[src/rtl/pcpi_ser_pkg.sv]
// Shared types and constants for the PCPI result serializer.
package pcpi_ser_pkg;

  localparam int NIBBLES_PER_WORD = 8;
  localparam int IDX_W            = $clog2(NIBBLES_PER_WORD);
  localparam int WORD_W           = 32;

  typedef enum logic [1:0] {
    ST_IDLE     = 2'd0,
    ST_PRESENT  = 2'd1,
    ST_WAIT_LOW = 2'd2
  } ser_state_e;

endpackage

[src/rtl/result_fifo.sv]
// Small circular result buffer. A push while full is accepted only when a
// pop happens in the same cycle; otherwise it is silently refused here and
// the caller decides what that means.
module result_fifo
  import pcpi_ser_pkg::*;
#(
  parameter int DEPTH = 2
) (
  input  logic              clk,
  input  logic              rst_n,
  input  logic              push,
  input  logic              pop,
  input  logic [WORD_W-1:0] wr_data,
  output logic              full,
  output logic              empty,
  output logic [WORD_W-1:0] head
);

  localparam int PTR_W = $clog2(DEPTH);
  localparam int CNT_W = PTR_W + 1;

  logic [WORD_W-1:0] mem_q [DEPTH];
  logic [PTR_W-1:0]  wr_ptr_q, wr_ptr_d;
  logic [PTR_W-1:0]  rd_ptr_q, rd_ptr_d;
  logic [CNT_W-1:0]  count_q, count_d;
  logic              wr_en;
  logic              rd_en;

  assign full  = (count_q == CNT_W'(DEPTH));
  assign empty = (count_q == '0);
  assign head  = mem_q[rd_ptr_q];

  // Pointer and occupancy update; pointers wrap naturally since DEPTH is 2^n.
  always_comb begin
    wr_en    = push && (!full || pop);
    rd_en    = pop && !empty;
    wr_ptr_d = wr_ptr_q + PTR_W'(wr_en);
    rd_ptr_d = rd_ptr_q + PTR_W'(rd_en);
    count_d  = count_q + CNT_W'(wr_en) - CNT_W'(rd_en);
  end

  // Control state with asynchronous reset.
  always_ff @(posedge clk or negedge rst_n) begin
    if (!rst_n) begin
      wr_ptr_q <= '0;
      rd_ptr_q <= '0;
      count_q  <= '0;
    end else begin
      wr_ptr_q <= wr_ptr_d;
      rd_ptr_q <= rd_ptr_d;
      count_q  <= count_d;
    end
  end

  // Data storage is not reset; occupancy alone decides what is valid.
  always_ff @(posedge clk) begin
    if (wr_en) mem_q[wr_ptr_q] <= wr_data;
  end

endmodule

[src/rtl/pcpi_result_serializer.sv]
// Buffers PCPI write-back results and hands them to a host one nibble at a
// time over a 4-phase handshake on an asynchronous acknowledge pin.
module pcpi_result_serializer
  import pcpi_ser_pkg::*;
#(
  parameter int DEPTH       = 2,
  parameter int SYNC_STAGES = 2
) (
  input  logic              clk,
  input  logic              rst_n,
  input  logic              pcpi_ready,
  input  logic              pcpi_wr,
  input  logic [WORD_W-1:0] pcpi_rd,
  input  logic              host_ack,
  input  logic              ovf_clr,
  output logic [3:0]        nib_out,
  output logic              nib_valid,
  output logic              nib_last,
  output logic              buf_full,
  output logic              ovf
);

  localparam logic [IDX_W-1:0] LAST_IDX = IDX_W'(NIBBLES_PER_WORD - 1);

  ser_state_e             state_q, state_d;
  logic [IDX_W-1:0]       idx_q, idx_d;
  logic [SYNC_STAGES-1:0] ack_sync_q, ack_sync_d;
  logic                   ovf_q, ovf_d;
  logic                   ack_s;
  logic                   push_req;
  logic                   pop;
  logic                   drop;
  logic                   full;
  logic                   empty;
  logic [WORD_W-1:0]      head;

  assign push_req = pcpi_ready && pcpi_wr;
  assign ack_s    = ack_sync_q[SYNC_STAGES-1];
  assign drop     = push_req && full && !pop;

  result_fifo #(
    .DEPTH (DEPTH)
  ) u_fifo (
    .clk     (clk),
    .rst_n   (rst_n),
    .push    (push_req),
    .pop     (pop),
    .wr_data (pcpi_rd),
    .full    (full),
    .empty   (empty),
    .head    (head)
  );

  // Acknowledge synchronizer shift and sticky overflow (a drop beats a clear).
  always_comb begin
    ack_sync_d[0] = host_ack;
    for (int i = 1; i < SYNC_STAGES; i++) ack_sync_d[i] = ack_sync_q[i-1];
    ovf_d = ovf_q;
    if (ovf_clr) ovf_d = 1'b0;
    if (drop)    ovf_d = 1'b1;
  end

  // Handshake FSM: present a nibble, wait for ack high, then for ack low.
  always_comb begin
    state_d = state_q;
    idx_d   = idx_q;
    pop     = 1'b0;
    case (state_q)
      ST_IDLE: begin
        if (!empty) state_d = ST_PRESENT;
      end
      ST_PRESENT: begin
        if (ack_s) begin
          state_d = ST_WAIT_LOW;
          if (idx_q == LAST_IDX) begin
            pop   = 1'b1;
            idx_d = '0;
          end else begin
            idx_d = idx_q + 1'b1;
          end
        end
      end
      ST_WAIT_LOW: begin
        if (!ack_s) begin
          state_d = (idx_q != '0 || !empty || push_req) ? ST_PRESENT : ST_IDLE;
        end
      end
      default: state_d = ST_IDLE;
    endcase
  end

  // State registers with asynchronous active-low reset.
  always_ff @(posedge clk or negedge rst_n) begin
    if (!rst_n) begin
      state_q    <= ST_IDLE;
      idx_q      <= '0;
      ack_sync_q <= '0;
      ovf_q      <= 1'b0;
    end else begin
      state_q    <= state_d;
      idx_q      <= idx_d;
      ack_sync_q <= ack_sync_d;
      ovf_q      <= ovf_d;
    end
  end

  // The head word cannot change while PRESENT, so nib_out is stable; it is
  // gated so that the unreset buffer contents never reach the pins.
  assign nib_valid = (state_q == ST_PRESENT);
  assign nib_last  = nib_valid && (idx_q == LAST_IDX);
  assign nib_out   = nib_valid ? head[{idx_q, 2'b00} +: 4] : 4'h0;
  assign buf_full  = full;
  assign ovf       = ovf_q;

endmodule

[config.mk]
export PLATFORM = sky130hd
export DESIGN_NAME = pcpi_result_serializer
export DESIGN_NICKNAME = d
export VERILOG_FILES = /design/src/rtl/pcpi_ser_pkg.sv /design/src/rtl/result_fifo.sv /design/src/rtl/pcpi_result_serializer.sv
export SDC_FILE = /design/constraint.sdc
export NUM_CORES = 1
export LEC_CHECK = 0
export ABC_AREA = 1
export CORE_AREA = 2 2 109 111
export CTS_BUF_LIST = sky130_fd_sc_hd__clkbuf_16
export CTS_CLUSTER_SIZE = 25
export DETAILED_ROUTE_END_ITERATION = 8
export DIE_AREA = 0 0 111 113
export GPL_TIMING_DRIVEN = 0
export HOLD_SLACK_MARGIN = 0.03
export SLEW_MARGIN = 20
export SYNTH_ARGS = -nofsm -noshare
export SYNTH_HDL_FRONTEND = slang
export SYNTH_SLANG_ARGS = --single-unit
[constraint.sdc]
create_clock -name clk -period 2.49 [get_ports clk]
set_input_delay 0.6225 -clock clk [delete_from_list [all_inputs] [get_ports clk]]
set_output_delay 0.6225 -clock clk [all_outputs]
set_load 0.01 [all_outputs]
==> results of run 1 <==
[layer usage]
metal / wire, um / track usage / share of wire / vias up
met3: 319 / 0.0316 / 0.046 / 10
met2: 3420 / 0.199 / 0.49 / 58
met1: 3130 / 0.148 / 0.45 / 1059
met5: 0 / 0 / 0 / -
li1: - / - / - / 1120
met4: 138 / 0.0475 / 0.020 / 0
[cell usage after synthesis, types with 2 or more instances]
cell      count
o21ai_0       3
xor2_1        2
buf_6         5
ha_1          7
buf_2         2
dfrtp_1      12
nand2_2       2
edfxtp_1     64
nor2_4        2
nor2_1        4
nand2_1     101
o22ai_1       2
buf_4         4
a21oi_1       6
inv_1        43
nand3_1      43
[per-stage QoR]
| stage | std cells | utilization | hold slack [ps] |
|---|---|---|---|
| 2_1_floorplan | 307 | - | 327 |
| 3_5_place_dp | 497 | 0.356 | 351 |
| 3_3_place_gp | 495 | 0.351 | 344 |
| 5_1_grt | 513 | 0.381 | 371 |
| 6_report | 513 | 0.381 | 357 |
| 4_1_cts | 513 | 0.382 | 364 |
[logic make-up (layout without fill, tap and decap cells)]
group                    count (synthesis)  count (layout)
AND/OR/NAND/NOR                        152             152
XOR/XNOR                                 3               3
buffers and inverters                   57             120
adder cells (fa/ha/maj)                  7               7
flip-flops                              76              76
AO/OA/AOI/OAI                           12              12
[cell type report]
class                      count  area (um^2)
fill                        1076         6970
sequential                    76         2220
multi-input combinational    174          843
timing repair buffer          47          485
clock buffer                   9          225
inverter                      46          183
tap                          143          179
buffer                        11          103
clock inverter                 7         58.8
[placed cells by master (no fill, tap or decap)]
cell | synthesis | layout
nand3_1 | 43 | 43
inv_6 | 1 | 2
nor2_4 | 2 | 2
buf_16 | 0 | 2
buf_2 | 2 | 5
a21oi_2 | 0 | 4
edfxtp_1 | 64 | 64
clkbuf_16 | 0 | 9
clkinv_1 | 0 | 2
xor2_1 | 2 | 2
clkdlybuf4s50_1 | 0 | 41
o22ai_1 | 2 | 2
clkinv_2 | 0 | 2
inv_2 | 1 | 1
nor2_1 | 4 | 4
dfrtp_1 | 12 | 12
nand2_2 | 2 | 2
buf_6 | 5 | 4
ha_2 | 0 | 2
bufinv_16 | 0 | 1
buf_8 | 0 | 1
xnor2_1 | 1 | 1
clkbuf_4 | 0 | 1
ha_1 | 7 | 5
buf_4 | 4 | 4
o21ai_0 | 3 | 3
nand2_1 | 101 | 101
a21oi_1 | 6 | 2
inv_1 | 43 | 44
clkinvlp_4 | 0 | 1
o21a_1 | 1 | 1
[path summary, 6_finish.rpt]
path	start	to	slack [ps]	cells after the start
max reg2reg	state_q[1]	u_fifo.mem_q[1][30]	180	7
max in group asynchronous	rst_n	u_fifo.rd_ptr_q	1470	1
min	ack_sync_q[0]	ack_sync_q[1]	360	0
max	idx_q[0]	nib_last	80	5
min reg2reg	ack_sync_q[0]	ack_sync_q[1]	360	0
min in group asynchronous	rst_n	ovf	660	1
[power groups by stage]
stage / Combinational, mW / Sequential, mW / Clock [mW]
2_1_floorplan: 0.911 / 1.69 / 0
3_3_place_gp: 1.37 / 1.71 / 0
4_1_cts: 1.45 / 1.69 / 1.26
3_5_place_dp: 1.43 / 1.71 / 0
5_1_grt: 1.61 / 1.71 / 1.32
6_report: 1.43 / 1.69 / 1.24
[worst max-delay path: cells and delay by family, from the launching register on]
kind	cells	cell delay (ps)
simple gates	1	140
buf+inv	2	630
fa+ha+maj	2	320
flops	1	360
[registers in the layout, summed over array words and instances (netlist names)]
name             count
u_fifo.wr_ptr_q      1
u_fifo.rd_ptr_q      1
state_q              2
idx_q                3
u_fifo.mem_q        64
ack_sync_q           2
ovf                  1
u_fifo.count_q       2
[timing repair]
action / 4_1_cts / 5_1_grt
pin swaps: 2 / 3
gates resized for setup: 17 / 6
hold buffers: 0 / 0
endpoints found under the setup margin: 4 / 20
==> results by group, run 1 <==
Outcome
  – Outcome: finished, final reports clean

Hold path
  – Min-delay worst type: reg2reg

Clock tree
  – Bufs on Longest Clock Path: 2
  – H-tree depth: 3
  – Sink Count: 76
  – Clk root buf: clkbuf_16
  – CTS tree: built
  – Post-CTS setup buffers: 0
  – Number of CTS-inserted buffers: 9
  – Worst skew pair latency: 330 ps
  – Register clock-pin slew on the reported worst setup and hold paths: roughly 60 ps

Power and ir drop
  – Power Density: a little over 1000 mW/mm^2
  – Worst vdd ir: 380 uV
  – Switching pwr: about 1.4 mW
  – Internal: 2.93 mW
  – Part of the power in registers: 0.388
  – Leak: 1.80 nW
  – Sw frac: 0.327
  – Clock Power Share: 0.284
  – Total Power: 4.35 mW
  – Logic pwr share: 0.328

Synth
  – Synth top area share: 0.579
  – Largest cells by area after synthesis: edfxtp_1 (58%), nand2_1 (11%), dfrtp_1 (9.0%)
  – Adder-Cell Fraction of Synth Area: 0.0264
  – Synth Area in Compound Gates: 0.0196
  – Netlist cell types: 21
  – Async SR Flop Fraction: 0.158
  – XOR/XNOR Fraction of Synth Area: 0.00791
  – Net Count, Synth: 352
  – Main flop type after synthesis: edfxtp_1
  – Synth Register Bits: between 70 and 80
  – Ys Warns: 0
  – Top cell type by total area after synthesis: edfxtp_1
  – Post-synthesis cell area: 0.00332 mm^2
  – Mux contribution to synthesized area: 0
  – Synthesized area per cell: between 10 and 15 um^2
  – Sequential area share after synthesis: 0.669
  – Largest family of logic cells by synthesized area: simple AND/OR/NAND/NOR gates
  – Synth Instances: around 310
  – EDFF count, synth: 64
  – Synth Area in Simple Gates: 0.194

Global routing
  – Initial antenna violation count: 0
  – First-pass GRT wire length: 11.4 mm
  – Via count of the first global-routing pass: between 2000 and 2500
  – Largest net degree at the start of global routing: 19
  – GRT Util Overall: 0.119
  – Gr ovfl total: 0

STA
  – Clock Skew: 5.09 ps
  – RSZ-0062 raised after global routing: yes
  – Worst setup margin: approximately 80 ps
  – Max_slew headroom: 0.622
  – Period minus WS final: 2410 ps
  – Max Freq: between 400 and 500 MHz
  – Final period util: 0.968
  – Hold Vio Cnt, Final: 0
  – Post-route setup TNS: 0 ps
  – Least-Margin Pin Slew: 565 ps
  – Final slew viol count: 0
  – Final Setup Violations: 0

Place
  – Buffers added on ports: between 40 and 50
  – Pre-CTS setup slack: -72.8 ps
  – Post-DP HPWL: 5.06 mm
  – Final RePlAce weighted congestion: 0.814
  – Placed cell area: between 0.004 and 0.005 mm^2

Setup path
  – Kind of critical path: reg2out
  – Critical Path AT: between 1500 and 2000 ps
  – Ordered cell list for the critical path: ha_1 -> ha_1 -> inv_1 -> nor2_1 -> clkdlybuf4s50_1
  – Slowest stage delay, CP: 560 ps
  – Most numerous cell on the critical path: ha_1
  – Crit-path max FO: 3
  – Crit path capture type: output pin
  – Crit path launch type: flop
  – Slowest CP cell: clkdlybuf4s50_1
  – Critical Path RT: 1870 ps

Die
  – Die ar.: 0.0125 mm^2
  – Chip Width: about 110 um
  – # rows: 39
  – I/O pin count: 46
  – Core area: between 0.01 and 0.015 mm^2
  – Die height: 113 um
  – Starting Density: 0.295

Routing
  – DR iter-0 viols: 181
  – Average vias per placed instance: 4.38
  – Routed WL per cell: 13.7 um
  – Drt pass-1 iters: 4
  – Vias: 2247
  – Post-Route WL: between 7 and 8 mm
  – DRC: 0
  – Number of nets with antenna violations after routing: 0

Finish
  – Share of cells above drive strength 1: 0.116
  – Nets: 410
  – Area growth syn-to-layout: 29.4%
  – Finished Cell Area: about 0.0043 mm^2
  – Antenna diodes: 0

Flow run
  – MaxCap Viol Count: 0
(Power assumes the default switching activity.)
==> run 2, diff against run 1 <==
- ABC_CLOCK_PERIOD_IN_PS: not set -> 2490
- GPL_ROUTABILITY_DRIVEN: not set -> 0
==> results of run 2 <==
Final layout, timing and power as in run 1 (identical DEF).
